<file path="config.mk">
export PLATFORM = sky130hd
export DESIGN_NAME = fpga_ccff_loader
export DESIGN_NICKNAME = d
export VERILOG_FILES = /design/src/rtl/fpga_ccff_loader.sv
export SDC_FILE = /design/constraint.sdc
export NUM_CORES = 1
export LEC_CHECK = 0
export ABC_AREA = 1
export BUFFER_PORTS_ARGS = -buffer_cell sky130_fd_sc_hd__buf_2
export CAP_MARGIN = 20
export CORE_ASPECT_RATIO = 1.2
export CORE_UTILIZATION = 25
export DETAILED_ROUTE_END_ITERATION = 8
export GPL_TIMING_DRIVEN = 0
export HOLD_SLACK_MARGIN = 0.03
export PLACE_DENSITY = 0.47
export SLEW_MARGIN = 30
export SYNTH_ARGS = -nofsm -noshare
export SYNTH_HDL_FRONTEND = slang
export SYNTH_SLANG_ARGS = --single-unit
</file>
<file path="constraint.sdc">
create_clock -name wb_clk_i -period 6.95 [get_ports wb_clk_i]
set_input_delay 0 -clock wb_clk_i [delete_from_list [all_inputs] [get_ports wb_clk_i]]
set_output_delay 0 -clock wb_clk_i [all_outputs]
set_load 0.005 [all_outputs]
</file>
<file path="src/rtl/fpga_ccff_loader.sv">
// fpga_ccff_loader: Wishbone slave that streams FIFO-buffered 32-bit words
// MSB-first into the FPGA configuration chain and captures the chain tail.
module fpga_ccff_loader #(
   parameter int CLK_DIV    = 2,
   parameter int FIFO_DEPTH = 4
) (
   input  logic        wb_clk_i,
   input  logic        wb_rst_i,
   input  logic        wbs_stb_i,
   input  logic        wbs_cyc_i,
   input  logic        wbs_we_i,
   input  logic [3:0]  wbs_sel_i,
   input  logic [31:0] wbs_dat_i,
   input  logic [31:0] wbs_adr_i,
   output logic        wbs_ack_o,
   output logic [31:0] wbs_dat_o,
   output logic        prog_clk_o,
   output logic        prog_reset_o,
   output logic        ccff_head_o,
   input  logic        ccff_tail_i,
   output logic        busy_o,
   output logic        irq_o
);

   localparam int AW = $clog2(FIFO_DEPTH);
   localparam int DW = (CLK_DIV > 1) ? $clog2(CLK_DIV) : 1;

   typedef enum logic [1:0] {IDLE, LOAD, LOW, HIGH} state_t;

   state_t        state_q, state_d;
   logic [DW-1:0] div_q, div_d;
   logic [4:0]    bitcnt_q, bitcnt_d;
   logic [31:0]   shreg_q, shreg_d;
   logic [31:0]   rb_q, rb_d;
   logic          head_q, head_d;
   logic          pclk_q, pclk_d;
   logic          busy_q, busy_d;
   logic [31:0]   mem_q [FIFO_DEPTH];
   logic [AW-1:0] wr_ptr_q, wr_ptr_d;
   logic [AW-1:0] rd_ptr_q, rd_ptr_d;
   logic [AW:0]   level_q, level_d;
   logic          prog_reset_q, prog_reset_d;
   logic          irq_en_q, irq_en_d;
   logic          done_q, done_d;
   logic          ovf_q, ovf_d;
   logic          irq_q, irq_d;
   logic          ack_q, ack_d;
   logic [31:0]   dat_q, dat_d;

   logic        req, wr, rd;
   logic        wr_ctrl, wr_stat, wr_data;
   logic        abort, full, empty;
   logic        push, pop, last_div, done_set;
   logic [31:0] status;
   logic        unused;

   assign unused = ^{wbs_sel_i, wbs_adr_i[31:4], wbs_adr_i[1:0]};

   assign req     = wbs_stb_i & wbs_cyc_i & ~ack_q;
   assign wr      = req & wbs_we_i;
   assign rd      = req & ~wbs_we_i;
   assign wr_ctrl = wr & (wbs_adr_i[3:2] == 2'd0);
   assign wr_stat = wr & (wbs_adr_i[3:2] == 2'd1);
   assign wr_data = wr & (wbs_adr_i[3:2] == 2'd2);

   assign full     = (level_q == (AW+1)'(FIFO_DEPTH));
   assign empty    = (level_q == '0);
   assign last_div = (div_q == DW'(CLK_DIV - 1));

   // Abort or re-asserting prog_reset kills an in-flight word.
   assign abort = wr_ctrl & (wbs_dat_i[2] | wbs_dat_i[0])
                & (state_q != IDLE);
   assign pop   = (state_q == LOAD) & ~abort;
   assign push  = wr_data & (~full | pop);

   assign status = {21'b0, 3'(level_q), 3'b0,
                    ovf_q, done_q, empty, full, busy_q};

   always_comb begin
      state_d  = state_q;
      div_d    = div_q;
      bitcnt_d = bitcnt_q;
      shreg_d  = shreg_q;
      rb_d     = rb_q;
      done_set = 1'b0;
      unique case (state_q)
         IDLE: begin
            if (!empty && !prog_reset_q) state_d = LOAD;
         end
         LOAD: begin
            shreg_d  = mem_q[rd_ptr_q];
            bitcnt_d = '0;
            div_d    = '0;
            state_d  = LOW;
         end
         LOW: begin
            div_d = div_q + 1'b1;
            if (last_div) begin
               div_d   = '0;
               rb_d    = {rb_q[30:0], ccff_tail_i};
               state_d = HIGH;
            end
         end
         HIGH: begin
            div_d = div_q + 1'b1;
            if (last_div) begin
               div_d    = '0;
               shreg_d  = {shreg_q[30:0], 1'b0};
               bitcnt_d = bitcnt_q + 1'b1;
               if (bitcnt_q != 5'd31) begin
                  state_d = LOW;
               end else if (!empty) begin
                  state_d = LOAD;
               end else begin
                  state_d  = IDLE;
                  done_set = 1'b1;
               end
            end
         end
         default: state_d = IDLE;
      endcase
      if (abort) begin
         state_d  = IDLE;
         div_d    = '0;
         done_set = 1'b0;
      end
      head_d = (state_d == LOW) ? shreg_d[31] : head_q;
      pclk_d = (state_d == HIGH);
      busy_d = (state_d != IDLE);
   end

   always_comb begin
      wr_ptr_d = wr_ptr_q;
      rd_ptr_d = rd_ptr_q;
      level_d  = level_q;
      if (push) wr_ptr_d = wr_ptr_q + 1'b1;
      if (pop)  rd_ptr_d = rd_ptr_q + 1'b1;
      if (push && !pop)      level_d = level_q + 1'b1;
      else if (pop && !push) level_d = level_q - 1'b1;
      if (abort) begin
         wr_ptr_d = '0;
         rd_ptr_d = '0;
         level_d  = '0;
      end
   end

   always_comb begin
      prog_reset_d = prog_reset_q;
      irq_en_d     = irq_en_q;
      done_d       = done_q;
      ovf_d        = ovf_q;
      if (wr_ctrl) begin
         prog_reset_d = wbs_dat_i[0];
         irq_en_d     = wbs_dat_i[1];
      end
      if (wr_stat && wbs_dat_i[3]) done_d = 1'b0;
      if (wr_stat && wbs_dat_i[4]) ovf_d  = 1'b0;
      if (done_set) done_d = 1'b1;
      if (wr_data && full && !pop) ovf_d = 1'b1;
      irq_d = done_q & irq_en_q;
      ack_d = req;
      dat_d = '0;
      if (rd) begin
         case (wbs_adr_i[3:2])
            2'd0:    dat_d = {30'b0, irq_en_q, prog_reset_q};
            2'd1:    dat_d = status;
            2'd3:    dat_d = rb_q;
            default: dat_d = '0;
         endcase
      end
   end

   always_ff @(posedge wb_clk_i) begin
      if (push) mem_q[wr_ptr_q] <= wbs_dat_i;
   end

   always_ff @(posedge wb_clk_i) begin
      if (wb_rst_i) begin
         state_q      <= IDLE;
         div_q        <= '0;
         bitcnt_q     <= '0;
         shreg_q      <= '0;
         rb_q         <= '0;
         head_q       <= 1'b0;
         pclk_q       <= 1'b0;
         busy_q       <= 1'b0;
         wr_ptr_q     <= '0;
         rd_ptr_q     <= '0;
         level_q      <= '0;
         prog_reset_q <= 1'b1;
         irq_en_q     <= 1'b0;
         done_q       <= 1'b0;
         ovf_q        <= 1'b0;
         irq_q        <= 1'b0;
         ack_q        <= 1'b0;
         dat_q        <= '0;
      end else begin
         state_q      <= state_d;
         div_q        <= div_d;
         bitcnt_q     <= bitcnt_d;
         shreg_q      <= shreg_d;
         rb_q         <= rb_d;
         head_q       <= head_d;
         pclk_q       <= pclk_d;
         busy_q       <= busy_d;
         wr_ptr_q     <= wr_ptr_d;
         rd_ptr_q     <= rd_ptr_d;
         level_q      <= level_d;
         prog_reset_q <= prog_reset_d;
         irq_en_q     <= irq_en_d;
         done_q       <= done_d;
         ovf_q        <= ovf_d;
         irq_q        <= irq_d;
         ack_q        <= ack_d;
         dat_q        <= dat_d;
      end
   end

   assign wbs_ack_o    = ack_q;
   assign wbs_dat_o    = dat_q;
   assign prog_clk_o   = pclk_q;
   assign prog_reset_o = prog_reset_q;
   assign ccff_head_o  = head_q;
   assign busy_o       = busy_q;
   assign irq_o        = irq_q;

endmodule

</file>
# After elaboration in Yosys (flattened, before gate mapping)
# Memory sizes are Yosys's and may differ from the RTL's. A register that Yosys moved wholly into a read port is not among the register bits.
# Index checks and enable logic that the tools add are counted.
[totals]
memories = 1
ff_bits = 120
mem_bits_ro = 0
mem_bits_rw = 128
input_bits = 74
wordCells = 111
latch_bits = 0
[classes]
multipliers = 0
muxes = 29
reduce_logical = 26
n_bitwise = 19
magnitude_cmp = 0
shift = 0
n_addsub = 6
div_mod_pow = 0
n_eq_ne = 11
[memory_table]
columns = ["name", "depth", "width", "read_ports", "rd_ports_with_merged_regs", "write_ports", "line_no", "text"]
rows = [
  ["mem_q", 4, 32, 1, 1, 1, "38", "logic [31:0] mem_q [FIFO_DEPTH];"],
]
[ops]
columns = ["op", "count"]
rows = [
  ["32-bit one-hot mux with 3 select lines", 1],
  ["32-bit one-hot mux with 2 select lines", 1],
  ["32-bit two-way mux", 1],
  ["2-bit two-way mux", 7],
  ["2-bit nonzero test", 7],
  ["1-bit two-way mux", 13],
  ["1-bit bitwise AND", 12],
  ["2-bit == test (second input constant)", 6],
  ["5-bit one-hot mux with 2 select lines", 1],
  ["2-bit one-hot mux with 4 select lines", 1],
  ["1-bit logical AND", 7],
  ["3-bit two-way mux", 2],
  ["2-bit OR reduction", 3],
  ["5-bit by 1-bit adder with 5-bit output (second input constant)", 1],
  ["5-bit two-way mux", 1],
  ["5-bit != test (second input constant)", 1],
  ["1-bit inverter", 5],
  ["2-bit by 1-bit adder with 2-bit output (second input constant)", 2],
  ["2-bit by 1-bit == test with 1-bit output (second input constant)", 2],
  ["1-bit zero test", 4],
  ["2-bit zero test", 2],
  ["2-bit AND reduction", 2],
  ["3-bit by 1-bit adder with 3-bit output (second input constant)", 1],
  ["3-bit == test (second input constant)", 1],
  ["other kinds (6)", 7],
]

# Depth between registers and ports, before layout
# Gate-level depths: netlist of run 1.
[logic_depth]
depth_word = 14
mapped_depth = 15

# Worst setup path before layout of run 1
# Ideal clock, no wire load.
[synth_path]
path_type = "reg-to-reg"
startpoint = "register state_q[1]"
endpoint = "memory mem_q[0][0] (enable)"
path_slack_ns = 4.104
setup_time_ns = 0.421
period_less_slack_ns = 2.846
path_stages_with_launch = 8
arrival_ns = 2.424
cell_sequence = "dfxtp_1 -> nor2_1 -> nor2_1 -> nand3_1 -> nand2_2 -> nand2_1 -> nand2_2 -> nor2_1"
[synth_between]
elab_chain_len = 8
[synth_lines]
columns = ["item", "line_no", "text"]
rows = [
  ["start: declaration", "30", "state_t state_q, state_d;"],
  ["start signal: assignment", "198", "state_q <= state_d;"],
  ["2-bit nonzero test", "72", "& (state_q != IDLE);"],
  ["1-bit bitwise AND", "72", ""],
  ["1-bit inverter", "73", "assign pop = (state_q == LOAD) & ~abort;"],
  ["1-bit bitwise AND (*)", "73", ""],
  ["1-bit bitwise OR (*)", "74", "assign push = wr_data & (~full | pop);"],
  ["1-bit bitwise AND (*)", "74", ""],
  ["1-bit two-way mux (*)", "174", "if (push) mem_q[wr_ptr_q] <= wbs_dat_i;"],
  ["1-bit two-way mux (implied by the code) (*)", "174", ""],
  ["end: declaration", "38", ""],
]
# Mark *: on every way between the ends. The rest lies on a longest branch, timed or not.

# Worst setup path in the final report of run 1
[layout_path]
startpoint = "register ack_q, in the netlist wbs_ack_o"
endpoint = "register level_q[2]"
[layout_between]
elab_chain_len = 13
[layout_lines]
columns = ["item", "line_no", "text"]
rows = [
  ["start: declaration", "47", "logic ack_q, ack_d;"],
  ["start signal: assignment", "214", "ack_q <= ack_d;"],
  ["1-bit inverter (*)", "59", "assign req = wbs_stb_i & wbs_cyc_i & ~ack_q;"],
  ["1-bit bitwise AND (*)", "59", ""],
  ["1-bit bitwise AND (*)", "60", "assign wr = req & wbs_we_i;"],
  ["1-bit bitwise AND", "62", "assign wr_ctrl = wr & (wbs_adr_i[3:2] == 2'd0);"],
  ["1-bit bitwise AND", "71", "assign abort = wr_ctrl & (wbs_dat_i[2] | wbs_dat_i[0])"],
  ["1-bit bitwise AND", "72", ""],
  ["1-bit inverter", "73", ""],
  ["1-bit bitwise AND", "73", ""],
  ["1-bit bitwise OR", "74", ""],
  ["1-bit bitwise AND (*)", "74", ""],
  ["net push", "53", "logic push, pop, last_div, done_set;"],
  ["1-bit zero test", "139", "else if (pop && !push) level_d = level_q - 1'b1;"],
  ["1-bit logical AND", "139", ""],
  ["2-bit nonzero test (no source line)", "n/a", ""],
  ["end signal: assignment", "208", "level_q <= level_d;"],
  ["end: declaration", "41", "logic [AW:0] level_q, level_d;"],
]
# Mark *: on every way through the listed nets, which the timed path passes. The rest lies on a longest branch.
# A chain may end at the register's enable or synchronous reset.

==> results_dict.tcl, run 1 <==
set metrics [dict create \
    status "finished, final reports clean" \
    die_height_um 212 \
    routedWlPerCell_um 14.8 \
    synth_ff_type "edfxtp_1" \
    routed_wl_um 22500 \
    grt_pass1_vias 6639 \
    grt_max_degree 20 \
    path_buf_inv 3 \
    period_minus_slack_ns 2.72 \
    place_ws_ns 4.21 \
    hold_viol_final 0 \
    design_area_mm2 0.0117 \
    path_class "reg2reg" \
    path_cells "inv_1, nand3_1, nor2_1, nand3_1, nand2_2, nand2_1, nand2_2, inv_1, ha_1, inv_1, fa_1, o21ai_0, a21oi_1, xor2_1, nor2_1" \
    slowest_stage "dfxtp_1" \
    first_pass_iters 5 \
    synthesis.nets 962 \
    setup_viol 0 \
    place.gp.congestion 0.756 \
    fp-row-count 76 \
    r2r_slack_ns 4.23 \
    gr-usage-all-layers 0.122 \
    cp_data_required_time_ns 7.39 \
    num_vias 6709 \
    ys.warnings.count 0 \
    synthCells 880 \
    cts_setup_buffers 0 \
    critPathCaptureType "flip-flop" \
    instances_no_fill 1519 \
    synth_edf_count 128 \
    cts_buffers 27 \
    cp_common_cell "inv_1" \
    relSlewSlack 0.564 \
    ctsHtreeMaxLevel 1 \
    ant_nets 0 \
    synth.area.top_cells "edfxtp_1, dfxtp_1, o21ai_0" \
    antenna_found_initial 0 \
    ys_seq_area_frac 0.682 \
    worstPathArrival_ns 3.17 \
    first_iter_violations 509 \
    n_fill_cell 3713 \
    synth_top_area_frac 0.417 \
    p_leak_nw 4.16 \
    clock.fmax_mhz 367 \
    cts.sinks 250 \
    antenna_cells 0 \
    yosys.area.top_type "edfxtp_1" \
    maxSlewViolCount 0 \
    fin_skew_ns 0.0329 \
    setup-tns-final_ns 0 \
    cts_root_buffer "clkbuf_16" \
    portBuffers 77 \
    fin_ws_ns 4.23 \
    placed_cells_incl_taps 1429 \
    hold_class "in2reg" \
    rsz0062_at_grt "no" \
    vdd_ir_drop_max_v 0.000185 \
    fp.dieArea_mm2 0.0376 \
    critPathTopFamily "simple AND/OR/NAND/NOR gates" \
    powerDensity_mw_per_mm2 284 \
    post-route-period-util 0.392 \
    clock_path_buffers 3 \
    synth_area_mm2 0.00921 \
    areaGrowthSynthToFinish_pct 26.5 \
    initial_utilization 0.255 \
    hpwl_um 15300 \
    layout-drive-gt1-share 0.137 \
    path_clk_slew_ns 0.07 \
    slowest_delay_ns 0.31 \
    max_cap_viol_count 0 \
    num_io_pins 112 \
    insertion_delay_ns 0.55 \
    synth_cell_types 26 \
    cts_tree "yes" \
    synth.most_common_cell "edfxtp_1" \
    synthArstFlopShare 0 \
    overflow 0 \
    viasPerCell 4.42 \
    start_kind "flip-flop" \
    ys_ff_latch 250 \
    place_area_mm2 0.0103 \
    tightest_slew_ns 0.654 \
    die_x_um 177 \
    synthTopCellsByCount "edfxtp_1, dfxtp_1, nand2_1, o21ai_0, nor2_1" \
    grt_pass1_wl_um 35500 \
    syn_area_per_cell_um2 10.5 \
    fin_nets 1114 \
    worstPathMaxFanout 8 \
    drc 0 \
    core-area_mm2 0.0361 \
]
## area by class of cell
cell class / instances / area (um2) / share of cell area
Clock inverter: 9 / 105 / 0.00902
Sequential cell: 250 / 6290 / 0.539
Buffer: 50 / 196 / 0.0169
Timing Repair Buffer: 123 / 916 / 0.0786
Inverter: 61 / 229 / 0.0197
Tap cell: 468 / 586 / 0.0503
Multi-Input combinational cell: 519 / 2530 / 0.217
Clock buffer: 39 / 803 / 0.0689
## metal layers
layer | part of all wire | vias to the layer above | track usage
met4 | 0.032 | 0 | 0.0541
met1 | 0.45 | 3173 | 0.151
met5 | 0 | - | 0
li1 | - | 3349 | -
met3 | 0.046 | 39 | 0.0204
met2 | 0.48 | 148 | 0.205
## where the power goes
part	switching, W	total, W	internal [W]	leakage, nW
sequential	0.0000199	0.00160	0.00158	2.14
clock	0.000571	0.00145	0.000875	0.447
combinational	0.000172	0.000261	0.0000883	1.58
total	0.000763	0.00331	0.00255	4.16
## per-stage QoR
stage | total power, W | hold slack, ns | utilization
after detailed placement | 0.00188 | 0.219 | 0.286
after CTS | 0.00335 | 0.0647 | 0.322
after global placement | 0.00188 | 0.217 | 0.282
final | 0.00331 | 0.0636 | 0.322
after global routing | 0.00344 | 0.0922 | 0.322
after floorplan | 0.00178 | 0.0841 | -
## sequential cells by signal, indices dropped and copies added, names as in the netlist, 2 cells and up, named ones only
| signal | cells |
|---|---|
| bitcnt_q | 5 |
| level_q | 3 |
| mem_q | 128 |
| rb_q | 32 |
| rd_ptr_q | 2 |
| shreg_q | 32 |
| state_q | 2 |
| wbs_dat_o | 32 |
| wr_ptr_q | 2 |
## worst register-to-register path: cells and delay by family, from the launching register on
kind,cells,cell delay (ns)
and+or+nand+nor,7,1.27
adders and majority gates,2,0.40
DFF,1,0.31
AOI/OAI and AO/OA,2,0.25
xor gates and xnor gates,1,0.16
buffers and inverters,3,0.22
## cell usage in the layout (no fill, tap or decap), types with 2 or more instances in the layout
cell type,Yosys,routed
buf_2,7,84
o21ai_0,113,113
edfxtp_1,128,128
a221oi_1,2,2
clkinv_1,1,3
bufinv_16,0,2
nand2_2,4,4
dlygate4sd3_1,0,42
a31oi_1,17,17
nand2_1,118,118
nor3_1,26,26
clkbuf_16,0,28
o22ai_1,34,34
ha_1,7,7
xor2_1,3,3
inv_1,58,58
buf_16,0,4
a21oi_1,78,78
clkinv_2,0,2
clkbuf_8,0,6
inv_2,2,2
nor2_1,98,94
nand3_1,12,12
dfxtp_1,122,122
clkbuf_1,42,46
nor2_4,2,6
## cell families (layout without fill, tap and decap cells)
group | Yosys count | after routing | share of synthesized area
compound gates | 245 | 245 | 0.141
xor+xnor | 3 | 3 | 0.00285
fa+ha+maj | 8 | 8 | 0.0117
buf+inv | 111 | 282 | 0.0462
flops | 250 | 250 | 0.682
simple gates | 263 | 263 | 0.116
## path summary, 6_finish.rpt
path	startpoint	endpoint	depth (start not counted)
worst max register to register	wbs_ack_o	level_q[2]	15
worst min-delay path	wbs_stb_i	wbs_dat_o[5]	5
worst min register to register	rb_q[27]	rb_q[28]	2
worst max-delay path	wbs_ack_o	level_q[2]	15
## repair_timing
item | CTS | global route
hold endpoints to repair | 140 | 0
setup endpoints to repair | 0 | 0
resized for setup | 0 | 0
hold buffers | 42 | 0
Power figures use the tool's default switching activity.
==> run 2: changes to the inputs <==
--- a/config.mk
+++ b/config.mk
@@ -13,7 +13,7 @@
 export DETAILED_ROUTE_END_ITERATION = 8
 export GPL_TIMING_DRIVEN = 0
 export HOLD_SLACK_MARGIN = 0.03
-export PLACE_DENSITY = 0.47
+export PLACE_DENSITY = 0.48
 export SLEW_MARGIN = 30
 export SYNTH_ARGS = -nofsm -noshare
 export SYNTH_HDL_FRONTEND = slang
==> constraint.sdc (replaced) <==
create_clock -name wb_clk_i -period 2.3 [get_ports wb_clk_i]
set_input_delay 0 -clock wb_clk_i [delete_from_list [all_inputs] [get_ports wb_clk_i]]
set_output_delay 0 -clock wb_clk_i [all_outputs]
set_load 0.005 [all_outputs]
==> run 2 against run 1 <==
Clock power rose to 3.1 times the previous value. Core utilization grew 0.65 points. Hold slack got worse by 0.018 ns. Critical path depth decreased by 7. Design area up 2.0%. Fmax rose by 25%. Power grew to 3.1 times the previous value.
==> results_dict.tcl, run 2 (synthesis results as in run 1) <==
set metrics [dict create \
    status "finished, final reports clean" \
    regMostFlops "mem_q" \
    drc 0 \
    ctsHtreeMaxLevel 1 \
    design_area_mm2 0.0119 \
    die_x_um 177 \
    cts_tree "yes" \
    gr-usage-all-layers 0.121 \
    critPathTopFamily "simple AND/OR/NAND/NOR gates" \
    ant_nets 0 \
    p_leak_nw 4.24 \
    place.gp.congestion 0.750 \
    portBuffers 77 \
    routed_wl_um 22500 \
    clock_path_buffers 3 \
    antenna_found_initial 0 \
    cts_root_buffer "clkbuf_16" \
    clock.fmax_mhz 461 \
    cp_data_required_time_ns 2.53 \
    wirelength_met1_um 10100 \
    insertion_delay_ns 0.56 \
    top_layer "met4" \
    powerDensity_mw_per_mm2 852 \
    slowest_stage "nor2_4" \
    viasPerCell 4.37 \
    n_fill_cell 3722 \
    num_vias 6703 \
    routedWlPerCell_um 14.7 \
    first_iter_violations 328 \
    antenna_cells 0 \
    wl_met2_um 10900 \
    period_minus_slack_ns 2.17 \
    cts.sinks 250 \
    max_cap_viol_count 0 \
    slowest_delay_ns 0.47 \
    areaGrowthSynthToFinish_pct 29.0 \
    path_buf_inv 3 \
    fin_nets 1126 \
    post-route-period-util 0.944 \
    total_power_w 0.0101 \
    multiInputGateArea_mm2 0.00261 \
    overflow 0 \
    hold_class "in2reg" \
    hpwl_um 15400 \
    path_clk_slew_ns 0.06 \
    layout_common_cells "edfxtp_1, dfxtp_1, nand2_1, o21ai_0, nor2_1" \
    seq_area_mm2 0.00629 \
    fin_skew_ns 0.0311 \
    r2r_cells 8 \
    grt_max_degree 20 \
    core-area_mm2 0.0361 \
    start_kind "flip-flop" \
    vdd_ir_drop_max_v 0.000427 \
    num_io_pins 112 \
    initial_utilization 0.255 \
    cts_buffers 27 \
    largest_reg_flops 128 \
    place_area_mm2 0.0103 \
    mostFrequentLayoutCell "edfxtp_1" \
    hold_viol_final 0 \
    path_cells "inv_2, nor2_4, nand2_4, nand2_2, nand2_4, buf_4, nor2_4, buf_16" \
    fp-row-count 76 \
    worstPathMaxFanout 18 \
    layout-drive-gt1-share 0.160 \
    wl_met3_um 763 \
    die_height_um 212 \
    grt_pass1_vias 6624 \
    cp.depth 8 \
    relSlewSlack 0.565 \
    maxSlewViolCount 0 \
    grt_pass1_wl_um 35600 \
    fp.dieArea_mm2 0.0376 \
    first_pass_iters 4 \
    critPathCaptureType "flip-flop" \
    holdPathStages 7 \
    setup_viol 0 \
    worstPathArrival_ns 2.40 \
    tightest_slew_ns 0.653 \
    path_class "reg2reg" \
]
[run 2: changes by cell type in the layout (fill, tap and decap cells not counted), moves of 2 or more]
cell / delta
buf_12: +4
nor2_2: +2
nand3_4: +2
bufinv_16: +2
dfxtp_1: -2
nor2_4: +2
nor2_1: -4
clkinv_2: +3
buf_4: +8
clkinvlp_2: +2
nand2_4: +2
dfxtp_2: +2
nand3_1: -2
clkbuf_8: -4
[run 2: final cells by class]
type / count / share of cell area
timing repair buffer: 135 / 0.0888
sequential: 250 / 0.529
buffer: 50 / 0.0165
clock buffer: 34 / 0.0607
clock inverter: 16 / 0.0172
inverter: 61 / 0.0193
multi-input combinational: 519 / 0.219
tap: 468 / 0.0493
[run 2: timing repair]
action,in CTS,in global routing
endpoints found under the setup margin,96,20
endpoints found under the hold margin,145,1
pin swaps,3,4
setup buffers,6,6
resized for setup,9,10
hold buffers,40,2
[run 2: tightest hold or removal path, delay by kind of cell]
| kind | cells | cell delay (ns) |
|---|---|---|
| AND/OR/NAND/NOR | 5 | 0.37 |
| buffers and inverters | 1 | 0.11 |
| AO/OA/AOI/OAI | 1 | 0.06 |
[run 2: path summary, 6_finish.rpt]
check	startpoint	slack, ns	end
min	wbs_stb_i	0.05	flip-flop
max	state_q[0]	0.13	mem_q[0][23]
min reg2reg	rb_q[30]	0.46	wbs_dat_o[30]
max reg2reg	state_q[0]	0.13	mem_q[0][23]
[run 2: per-stage QoR]
step           utilization  instances  hold WS (ns)  setup WS, ns  setup TNS (ns)
6_report             0.329       1533        0.0455         0.130               0
3_5_place_dp         0.286       1429         0.224        -0.400          -10.53
2_1_floorplan            -        880        0.0841       -0.0372           -4.76
3_3_place_gp         0.282       1425         0.216         -1.02         -124.59
5_1_grt              0.329       1533        0.0646       -0.0124         -0.0124
4_1_cts              0.326       1525        0.0784       -0.0385         -0.0385
[run 2: power breakdown]
group / switching [W] / total, W / internal, W
combinational: 0.000534 / 0.000820 / 0.000286
clock: 0.00177 / 0.00446 / 0.00269
sequential: 0.0000637 / 0.00485 / 0.00478
[run 2: routing by layer]
layer,track usage,up-vias
li1,-,3378
met3,0.0163,43
met5,0,-
met2,0.205,118
met1,0.154,3164
met4,0.0490,0
